File: config.mk
export PLATFORM = sky130hd
export DESIGN_NAME = activation_ctrl_flat
export DESIGN_NICKNAME = d
export VERILOG_FILES = /design/src/rtl/activation_ctrl_if.sv /design/src/rtl/activation_ctrl.sv /design/src/flat_wrapper.sv
export SDC_FILE = /design/constraint.sdc
export NUM_CORES = 1
export LEC_CHECK = 0
export CORE_MARGIN = 3
export CORE_UTILIZATION = 40
export CTS_BUF_LIST = sky130_fd_sc_hd__clkbuf_4 sky130_fd_sc_hd__clkbuf_8
export DETAILED_ROUTE_END_ITERATION = 6
export GPL_ROUTABILITY_DRIVEN = 0
export PLACE_DENSITY = 0.66
export RECOVER_POWER = 100
export SYNTH_ARGS = -nofsm -noshare
export SYNTH_HDL_FRONTEND = slang
export SYNTH_SLANG_ARGS = --single-unit
File: constraint.sdc
create_clock -name clk -period 5.8 [get_ports clk]
set_input_delay 0.87 -clock clk [delete_from_list [all_inputs] [get_ports clk]]
set_output_delay 0.87 -clock clk [all_outputs]
set_load 0.05 [all_outputs]
File: src/rtl/activation_ctrl_if.sv
// activation_ctrl_if: matmul row stream (valid/ready) into activation_ctrl.
// master = matmul side (drives mm_valid/mm_data), slave = controller side (drives mm_ready).
interface activation_ctrl_if #(
  parameter int DWIDTH       = 8,
  parameter int MAT_MUL_SIZE = 4
);
  logic                           mm_valid;
  logic [MAT_MUL_SIZE*DWIDTH-1:0] mm_data;
  logic                           mm_ready;

  modport master (
    output mm_valid,
    output mm_data,
    input  mm_ready
  );

  modport slave (
    input  mm_valid,
    input  mm_data,
    output mm_ready
  );
endinterface

File: src/rtl/activation_ctrl.sv
// activation_ctrl: buffers matmul result rows, feeds the activation unit one row per cycle,
// bounds rows in flight and pulses done when a tile's rows have all come back.
// Ports:
//   clk, reset (sync, active-low)
//   start, num_rows          tile start pulse and row count (latched in IDLE)
//   mm (slave)               matmul row stream: mm_valid, mm_data, mm_ready
//   enable_activation        high in RUN/DRAIN
//   act_in_data_available    registered row-valid to activation unit
//   act_inp_data             registered row to activation unit
//   act_out_data_available   activation unit row-valid back
//   act_out_data             activation unit row back
//   act_done                 activation unit done, required to leave DRAIN
//   out_ready                downstream may take new rows (gates issue only)
//   out_valid, out_data      returned rows to downstream
//   done                     one-cycle tile completion pulse
//   err                      sticky protocol error
module activation_ctrl #(
  parameter int DWIDTH       = 8,
  parameter int MAT_MUL_SIZE = 4,
  parameter int FIFO_DEPTH   = 4,
  parameter int MAX_INFLIGHT = 4,
  parameter int CNT_WIDTH    = 8
) (
  input  logic                           clk,
  input  logic                           reset,
  input  logic                           start,
  input  logic [CNT_WIDTH-1:0]           num_rows,
  activation_ctrl_if.slave               mm,
  output logic                           enable_activation,
  output logic                           act_in_data_available,
  output logic [MAT_MUL_SIZE*DWIDTH-1:0] act_inp_data,
  input  logic                           act_out_data_available,
  input  logic [MAT_MUL_SIZE*DWIDTH-1:0] act_out_data,
  input  logic                           act_done,
  input  logic                           out_ready,
  output logic                           out_valid,
  output logic [MAT_MUL_SIZE*DWIDTH-1:0] out_data,
  output logic                           done,
  output logic                           err
);
  localparam int RW = MAT_MUL_SIZE * DWIDTH;
  localparam int AW = $clog2(FIFO_DEPTH);
  localparam int PW = AW + 1;

  typedef enum logic [1:0] {
    IDLE,
    RUN,
    DRAIN,
    DONE
  } state_e;

  state_e               state_q, state_d;
  logic [CNT_WIDTH-1:0] rows_q, rows_d;
  logic [CNT_WIDTH-1:0] acc_q, acc_d;
  logic [CNT_WIDTH-1:0] iss_q, iss_d;
  logic [CNT_WIDTH-1:0] rcv_q, rcv_d;
  logic [PW-1:0]        wptr_q, wptr_d;
  logic [PW-1:0]        rptr_q, rptr_d;
  logic                 err_q, err_d;
  logic                 avail_q, avail_d;
  logic [RW-1:0]        inp_q, inp_d;
  logic [RW-1:0]        mem_q [FIFO_DEPTH];

  logic                 empty, full, busy;
  logic                 push, pop, rx, rx_bad;
  logic [CNT_WIDTH-1:0] inflight;

  assign empty    = wptr_q == rptr_q;
  assign full     = (wptr_q[AW] != rptr_q[AW]) &&
                    (wptr_q[AW-1:0] == rptr_q[AW-1:0]);
  assign busy     = (state_q == RUN) || (state_q == DRAIN);
  assign inflight = iss_q - rcv_q;

  assign mm.mm_ready = (state_q == RUN) && !full && (acc_q < rows_q);
  assign push        = mm.mm_valid && mm.mm_ready;

  assign pop = (state_q == RUN) && !empty && out_ready &&
               (inflight < CNT_WIDTH'(MAX_INFLIGHT)) &&
               (iss_q < rows_q);

  // A return is only legal while busy with something outstanding;
  // anything else is flagged and dropped.
  assign rx     = busy && act_out_data_available && (inflight != '0);
  assign rx_bad = act_out_data_available && !rx;

  assign enable_activation     = busy;
  assign act_in_data_available = avail_q;
  assign act_inp_data          = inp_q;
  assign out_valid             = rx;
  assign out_data              = act_out_data;
  assign done                  = state_q == DONE;
  assign err                   = err_q;

  always_comb begin
    state_d = state_q;
    rows_d  = rows_q;
    acc_d   = acc_q + CNT_WIDTH'(push);
    iss_d   = iss_q + CNT_WIDTH'(pop);
    rcv_d   = rcv_q + CNT_WIDTH'(rx);
    wptr_d  = wptr_q + PW'(push);
    rptr_d  = rptr_q + PW'(pop);
    err_d   = err_q | rx_bad;
    avail_d = pop;
    inp_d   = pop ? mem_q[rptr_q[AW-1:0]] : inp_q;
    unique case (state_q)
      IDLE: begin
        if (start) begin
          rows_d  = num_rows;
          acc_d   = '0;
          iss_d   = '0;
          rcv_d   = '0;
          wptr_d  = '0;
          rptr_d  = '0;
          err_d   = rx_bad;
          state_d = (num_rows != '0) ? RUN : DONE;
        end
      end
      RUN: begin
        if (pop && (iss_d == rows_q)) state_d = DRAIN;
      end
      DRAIN: begin
        // rcv_d includes this cycle's return
        if ((rcv_d == rows_q) && act_done) state_d = DONE;
      end
      DONE: begin
        state_d = IDLE;
      end
      default: state_d = IDLE;
    endcase
  end

  always_ff @(posedge clk) begin
    if (!reset) begin
      state_q <= IDLE;
      rows_q  <= '0;
      acc_q   <= '0;
      iss_q   <= '0;
      rcv_q   <= '0;
      wptr_q  <= '0;
      rptr_q  <= '0;
      err_q   <= 1'b0;
      avail_q <= 1'b0;
      inp_q   <= '0;
    end else begin
      state_q <= state_d;
      rows_q  <= rows_d;
      acc_q   <= acc_d;
      iss_q   <= iss_d;
      rcv_q   <= rcv_d;
      wptr_q  <= wptr_d;
      rptr_q  <= rptr_d;
      err_q   <= err_d;
      avail_q <= avail_d;
      inp_q   <= inp_d;
    end
  end

  always_ff @(posedge clk) begin
    if (push) mem_q[wptr_q[AW-1:0]] <= mm.mm_data;
  end
endmodule

File: src/flat_wrapper.sv
// flat-port wrapper written by rule: the top's interface ports become plain ports
module activation_ctrl_flat 
#(
  parameter int DWIDTH       = 8,
  parameter int MAT_MUL_SIZE = 4,
  parameter int FIFO_DEPTH   = 4,
  parameter int MAX_INFLIGHT = 4,
  parameter int CNT_WIDTH    = 8
)
  (clk, reset, start, num_rows, enable_activation, act_in_data_available, act_inp_data, act_out_data_available, act_out_data, act_done, out_ready, out_valid, out_data, done, err, mm_mm_valid, mm_mm_data, mm_mm_ready);
  activation_ctrl_if #(.DWIDTH(DWIDTH), .MAT_MUL_SIZE(MAT_MUL_SIZE)) mm_i ();
  input  logic clk;
  input  logic reset;
  input  logic start;
  input  logic [CNT_WIDTH-1:0] num_rows;
  output logic enable_activation;
  output logic act_in_data_available;
  output logic [MAT_MUL_SIZE*DWIDTH-1:0] act_inp_data;
  input  logic act_out_data_available;
  input  logic [MAT_MUL_SIZE*DWIDTH-1:0] act_out_data;
  input  logic act_done;
  input  logic out_ready;
  output logic out_valid;
  output logic [MAT_MUL_SIZE*DWIDTH-1:0] out_data;
  output logic done;
  output logic err;
  input wire logic [$bits(mm_i.mm_valid)-1:0] mm_mm_valid;
  input wire logic [$bits(mm_i.mm_data)-1:0] mm_mm_data;
  output wire logic [$bits(mm_i.mm_ready)-1:0] mm_mm_ready;
  assign mm_i.mm_valid = mm_mm_valid;
  assign mm_i.mm_data = mm_mm_data;
  assign mm_mm_ready = mm_i.mm_ready;
  activation_ctrl #(.DWIDTH(DWIDTH), .MAT_MUL_SIZE(MAT_MUL_SIZE), .FIFO_DEPTH(FIFO_DEPTH), .MAX_INFLIGHT(MAX_INFLIGHT), .CNT_WIDTH(CNT_WIDTH)) u_core (.clk(clk), .reset(reset), .start(start), .num_rows(num_rows), .mm(mm_i), .enable_activation(enable_activation), .act_in_data_available(act_in_data_available), .act_inp_data(act_inp_data), .act_out_data_available(act_out_data_available), .act_out_data(act_out_data), .act_done(act_done), .out_ready(out_ready), .out_valid(out_valid), .out_data(out_data), .done(done), .err(err));
endmodule
# Word-level counts from Yosys, hierarchy flattened
# Memory sizes are Yosys's and may differ from the RTL's. A register that Yosys moved wholly into a read port is not among the register bits.
# Index checks and enable logic that the tools add are counted.
dict set report op_classes {
  add_sub_neg 6
  multipliers 0
  n_div 0
  order_cmp 3
  eq_ne 11
  shifts 0
  mux 19
  bitwise 1
  reduce_logical 23
}
# cell n
set ops {}
lappend ops {{8-bit 2-to-1 mux} 6}
lappend ops {{8-bit by 1-bit adder with 8-bit output} 3}
lappend ops {{8-bit == test} 2}
lappend ops {{8-bit less-than comparator} 2}
lappend ops {{8-bit nonzero test} 2}
lappend ops {{1-bit logical AND} 13}
lappend ops {{3-bit 2-to-1 mux} 4}
lappend ops {{8-bit by 3-bit less-than comparator with 1-bit output (second input constant)} 1}
lappend ops {{2-bit 2-to-1 mux} 4}
lappend ops {{2-bit one-hot mux with 4 select lines} 1}
lappend ops {{8-bit subtractor} 1}
lappend ops {{3-bit by 1-bit adder with 3-bit output} 2}
lappend ops {{2-bit != test (second input constant)} 3}
lappend ops {{2-bit == test (second input constant)} 2}
lappend ops {{1-bit zero test} 4}
lappend ops {{1-bit 2-to-1 mux} 4}
lappend ops {{3-bit == test} 1}
lappend ops {{3-bit AND reduction} 1}
lappend ops {{2-bit by 1-bit == test with 1-bit output (second input constant)} 1}
lappend ops {{2-bit == test} 1}
lappend ops {{2-bit zero test} 1}
lappend ops {{2-bit AND reduction} 1}
lappend ops {{1-bit logical OR} 1}
lappend ops {{1-bit != test} 1}
lappend ops {{1-bit bitwise OR} 1}
dict set report totals {
  reg_bits 42
  latch_bits 0
  mem_bits_rw 128
  rom_bits 0
  input_bits 79
  out_inout_bits 70
  elab_cells 73
  memories 1
}
# name words word_bits rd rd_ports_with_merged_regs write_ports line
set memory_table {}
lappend memory_table {u_core.mem_q 4 32 1 1 1 activation_ctrl.sv:62} ;# logic [RW-1:0] mem_q [FIFO_DEPTH];

# Depth between registers and ports, before layout
dict set report depth {
  depth_word 11
  ltp_mapped 22
}

# Worst setup path before layout
# OpenSTA, ideal clock, no wires.
dict set report synth_path {
  kind {flip-flop to flip-flop}
  start {register u_core.rows_q[1]}
  end {memory u_core.mem_q[1][0] (netlist bit), enable pin}
  arrival_time_ns 5.036
  setup_slack_ns 0.250
  stages_incl_launch_ff 10
  path_buffers 0
  path_cell_list {dfxtp_1 inv_1 ha_1 a21o_1 a21o_1 a21o_1 a21o_1 a21oi_1 o211ai_1 nor4b_1}
}
dict set report synth_between {
  elab_chain_len 5
}
# element line
set synth_lines {}
lappend synth_lines {{start: declaration} activation_ctrl.sv:53} ;# logic [CNT_WIDTH-1:0] rows_q, rows_d;
lappend synth_lines {{start signal: assignment} activation_ctrl.sv:146} ;# rows_q <= rows_d;
lappend synth_lines {{8-bit less-than comparator} activation_ctrl.sv:74} ;# assign mm.mm_ready = (state_q == RUN) && !full && (acc_q < rows_q);
lappend synth_lines {{1-bit logical AND} activation_ctrl.sv:74}
lappend synth_lines {{1-bit logical AND} activation_ctrl.sv:75} ;# assign push = mm.mm_valid && mm.mm_ready;
lappend synth_lines {{1-bit 2-to-1 mux} activation_ctrl.sv:159} ;# if (push) mem_q[wptr_q[AW-1:0]] <= mm.mm_data;
lappend synth_lines {{1-bit 2-to-1 mux (not written as such)} activation_ctrl.sv:159}
lappend synth_lines {{end: declaration} activation_ctrl.sv:62}
# No other way between the ends.

# Worst setup path in the final report
dict set report layout_path {
  start {register u_core.rows_q[1]}
  end {memory u_core.mem_q[3][21] (netlist bit), enable pin}
}
# The elaborated chain is that of the path after synthesis.

==> reports/qor.csv <==
stage,metric,value,unit
routing,post_drt_wl_per_cell,18.43,um
die,core,21150,um2
clock_network,cts_tree,built,
global_route,grt_first_pass_wirelength,28930,um
sta,timing.final.crit_share,82.00,%
critical_path,arrival,4.80,ns
clock_network,holdBufCountCts,0,
cells_and_area,fin_nets,804,
clock_network,clock_latency,0.51,ns
die,start_util,40.87,%
routing,antenna_left,0,
synth,ys_ff_latch,202,
cells_and_area,drive_gt1_share,14.43,%
synth,syn-instance-count,615,
synth,synth.distinct_cells,52,
routing,vias_per_cell,5.218,
global_route,grt_pass1_vias,5509,
worst_hold_path,hold_path_class,reg2reg,
clock_network,postCtsSetupBuffers,0,
synth,synth-async-reset-ratio,0,%
placed_design,hpwl,11460,um
die,dieHeight,153.0,um
global_route,grt.overflow.total,0,
synth,synthTopCellsByCount,"edfxtp_1 (128), dfxtp_1 (74), nor2_1 (59), ha_1 (36)",
run_status,failed_checks,"capacitance limit, slew limit",
power_and_ir_drop,power_density,321.9,nW/um2
routing,drc,0,
critical_path,crit_path_end_kind,flip-flop,
clock_network,clockBufferDepth,3,
sta,drv_slew,175,
clock_network,root_buffer,clkbuf_8,
synth,synth_area_leaders,"edfxtp_1 (44%), dfxtp_1 (17%), mux4_2 (8.3%), ha_1 (5.2%), mux2i_1 (3.7%)",
sta,rsz0062_at_grt,no,
synth,syn_nets,731,
critical_path,rrSetupSlack,1.04,ns
die,row_count,53,
job,maxCapViolations,5,
global_route,grt_max_degree,43,
synth,synth_warnings,0,
routing,first_pass_iters,5,
sta,min_period,4.756,ns
clock_network,clkSinkCount,202,
cells_and_area,synthToLayoutAreaGrowth,18.67,%
critical_path,path_max_fanout,32,
global_route,antenna_found_initial,5,
synth,synth.cell_area,8646,um2
synth,synth_top_area_share,44.46,%
critical_path,critical_path_class,reg2reg,
sta,fmax,0.2103,GHz
synth,synth-edff-count,128,
power_and_ir_drop,leakage,3.948,nW
die,die_x,153.0,um
critical_path,required,5.85,ns
power_and_ir_drop,max-vdd-ir-drop,256.5,uV
synth,syn_avg_cell_area,14.06,um2
routing,drtIter0Drc,213,
synth,synth.most_common_cell,edfxtp_1,
sta,maxSlewHeadroom,-109.8,%
run_status,outcome,"complete, but fails checks",
synth,yosys.area.top_type,edfxtp_1,
critical_path,start_kind,flip-flop,
sta,skew,0.01676,ns
routing,vias,5176,
die,ioPinCount,149,
sta,tightest_slew,3.136,ns
clock_network,h-tree-depth,2,
sta,hold_violations,0,
routing,routed_wl,18280,um
clock_network,numCtsBuffers,34,
placed_design,port_buffers,84,
synth,synth_top_flop_cell,edfxtp_1,
sta,tns,0,ns
clock_network,path_clk_slew,0.06,ns
sta,finalSetupViolCount,0,
clock_network,cts-resized-gates,0,
synth,yosysSeqAreaShare,61.59,%
die,die-area,23420,um2
global_route,track_usage,15.54,%
power_and_ir_drop,p_total,0.003303,W
## worst paths after layout
path | from | end | depth (start not counted)
setup reg to reg | u_core.rows_q[1] | u_core.mem_q[3][21] | 9
hold / removal | u_core.rows_q[3] | u_core.rows_q[3] | 2
hold reg to reg | u_core.rows_q[3] | u_core.rows_q[3] | 2
setup / recovery | u_core.rows_q[1] | u_core.mem_q[3][21] | 9
## cell usage in the layout (no fill, tap or decap), types with 2 or more instances in the layout
| master | count |
|---|---|
| edfxtp_1 | 128 |
| dlygate4sd3_1 | 72 |
| dfxtp_1 | 72 |
| nor2_1 | 59 |
| clkbuf_8 | 38 |
| ha_1 | 36 |
| mux4_2 | 32 |
| mux2i_1 | 32 |
| nand2_1 | 27 |
| xnor2_1 | 26 |
| inv_1 | 23 |
| a21oi_1 | 19 |
| clkbuf_4 | 18 |
| nand3_1 | 16 |
| xor2_1 | 14 |
| and3_1 | 12 |
| clkdlybuf4s50_1 | 12 |
| a21o_1 | 6 |
| o21ai_0 | 5 |
| a211oi_1 | 4 |
| clkinv_1 | 4 |
| clkbuf_1 | 4 |
| diode_2 | 3 |
| o21a_1 | 3 |
| or4_1 | 3 |
| and4_1 | 3 |
| buf_4 | 3 |
| nor2b_1 | 2 |
| o22ai_1 | 2 |
| o221ai_1 | 2 |
| a221oi_1 | 2 |
| a31oi_1 | 2 |
| o211ai_1 | 2 |
| inv_2 | 2 |
| nand2b_1 | 2 |
| nor3_1 | 2 |
| dfxtp_2 | 2 |
## worst max-delay path, stage by stage, from the launching register on
cell	delay, ns
dfxtp_1	0.44
inv_1	0.11
ha_1	0.29
a21o_1	0.16
a21o_1	0.18
a21o_1	0.18
a21o_1	0.17
a21oi_1	0.13
o211ai_1	0.25
nor2_1	2.38
## cells by family after synthesis
group,after synthesis,share of synthesized area [%]
muxes,64,12.04
adders and majority gates,37,5.441
xor gates and xnor gates,41,4.313
AOI/OAI and AO/OA,55,4.269
and+or+nand+nor,134,7.178
buffers and inverters,82,5.166
DFF,202,61.59
## per-layer routing
metal,vias up,wire [um],track usage (%)
li1,2385,-,-
met1,2525,7514,18.19
met2,182,8864,25.87
met3,78,1171,5.040
met4,6,705,7.552
met5,-,27,0
## per-stage QoR
stage                     worst slack, ns  util (%)  instance area [um2]  hold WS, ns  std cells
final                               1.044     48.50                10260       0.4743        992
after global routing               0.5964     48.49                10260       0.4882        991
after CTS                           1.426     48.64                10290       0.4793        989
after detailed placement            1.359     45.30                 9583       0.4705        927
after global placement              1.535     45.30                 9583       0.4427        927
after floorplan                    0.2505         -                 8646       0.4363        615
## cell type report
cell class | count | area [um2]
diodes | 3 | 7.507
clock buffers | 56 | 658.1
clock inverters | 6 | 47.55
fillers | 1794 | 10890
inverters | 28 | 118.9
multi-input cells | 331 | 2878
flip-flops and latches | 202 | 5328
well taps | 275 | 344.1
repair buffers | 91 | 878.3
## report_power, final
part	leakage [nW]	internal [W]	switching [W]	total, W
Sequential	1.75	0.00159	0.0000334	0.00162
Clock	0.376	0.000724	0.000554	0.00128
Combinational	1.82	0.000161	0.000244	0.000405
Total	3.95	0.00247	0.000831	0.00330
## flip-flops by register name (all words and copies together) (netlist names)
register,count
u_core.err,1
u_core.rcv_q,8
u_core.rows_q,8
u_core.act_inp_data,32
u_core.state_q,2
u_core.rptr_q,3
u_core.acc_q,8
u_core.wptr_q,3
u_core.iss_q,8
u_core.mem_q,128
u_core.act_in_data_available,1
Note: power is estimated with default switching activity, not from simulation.
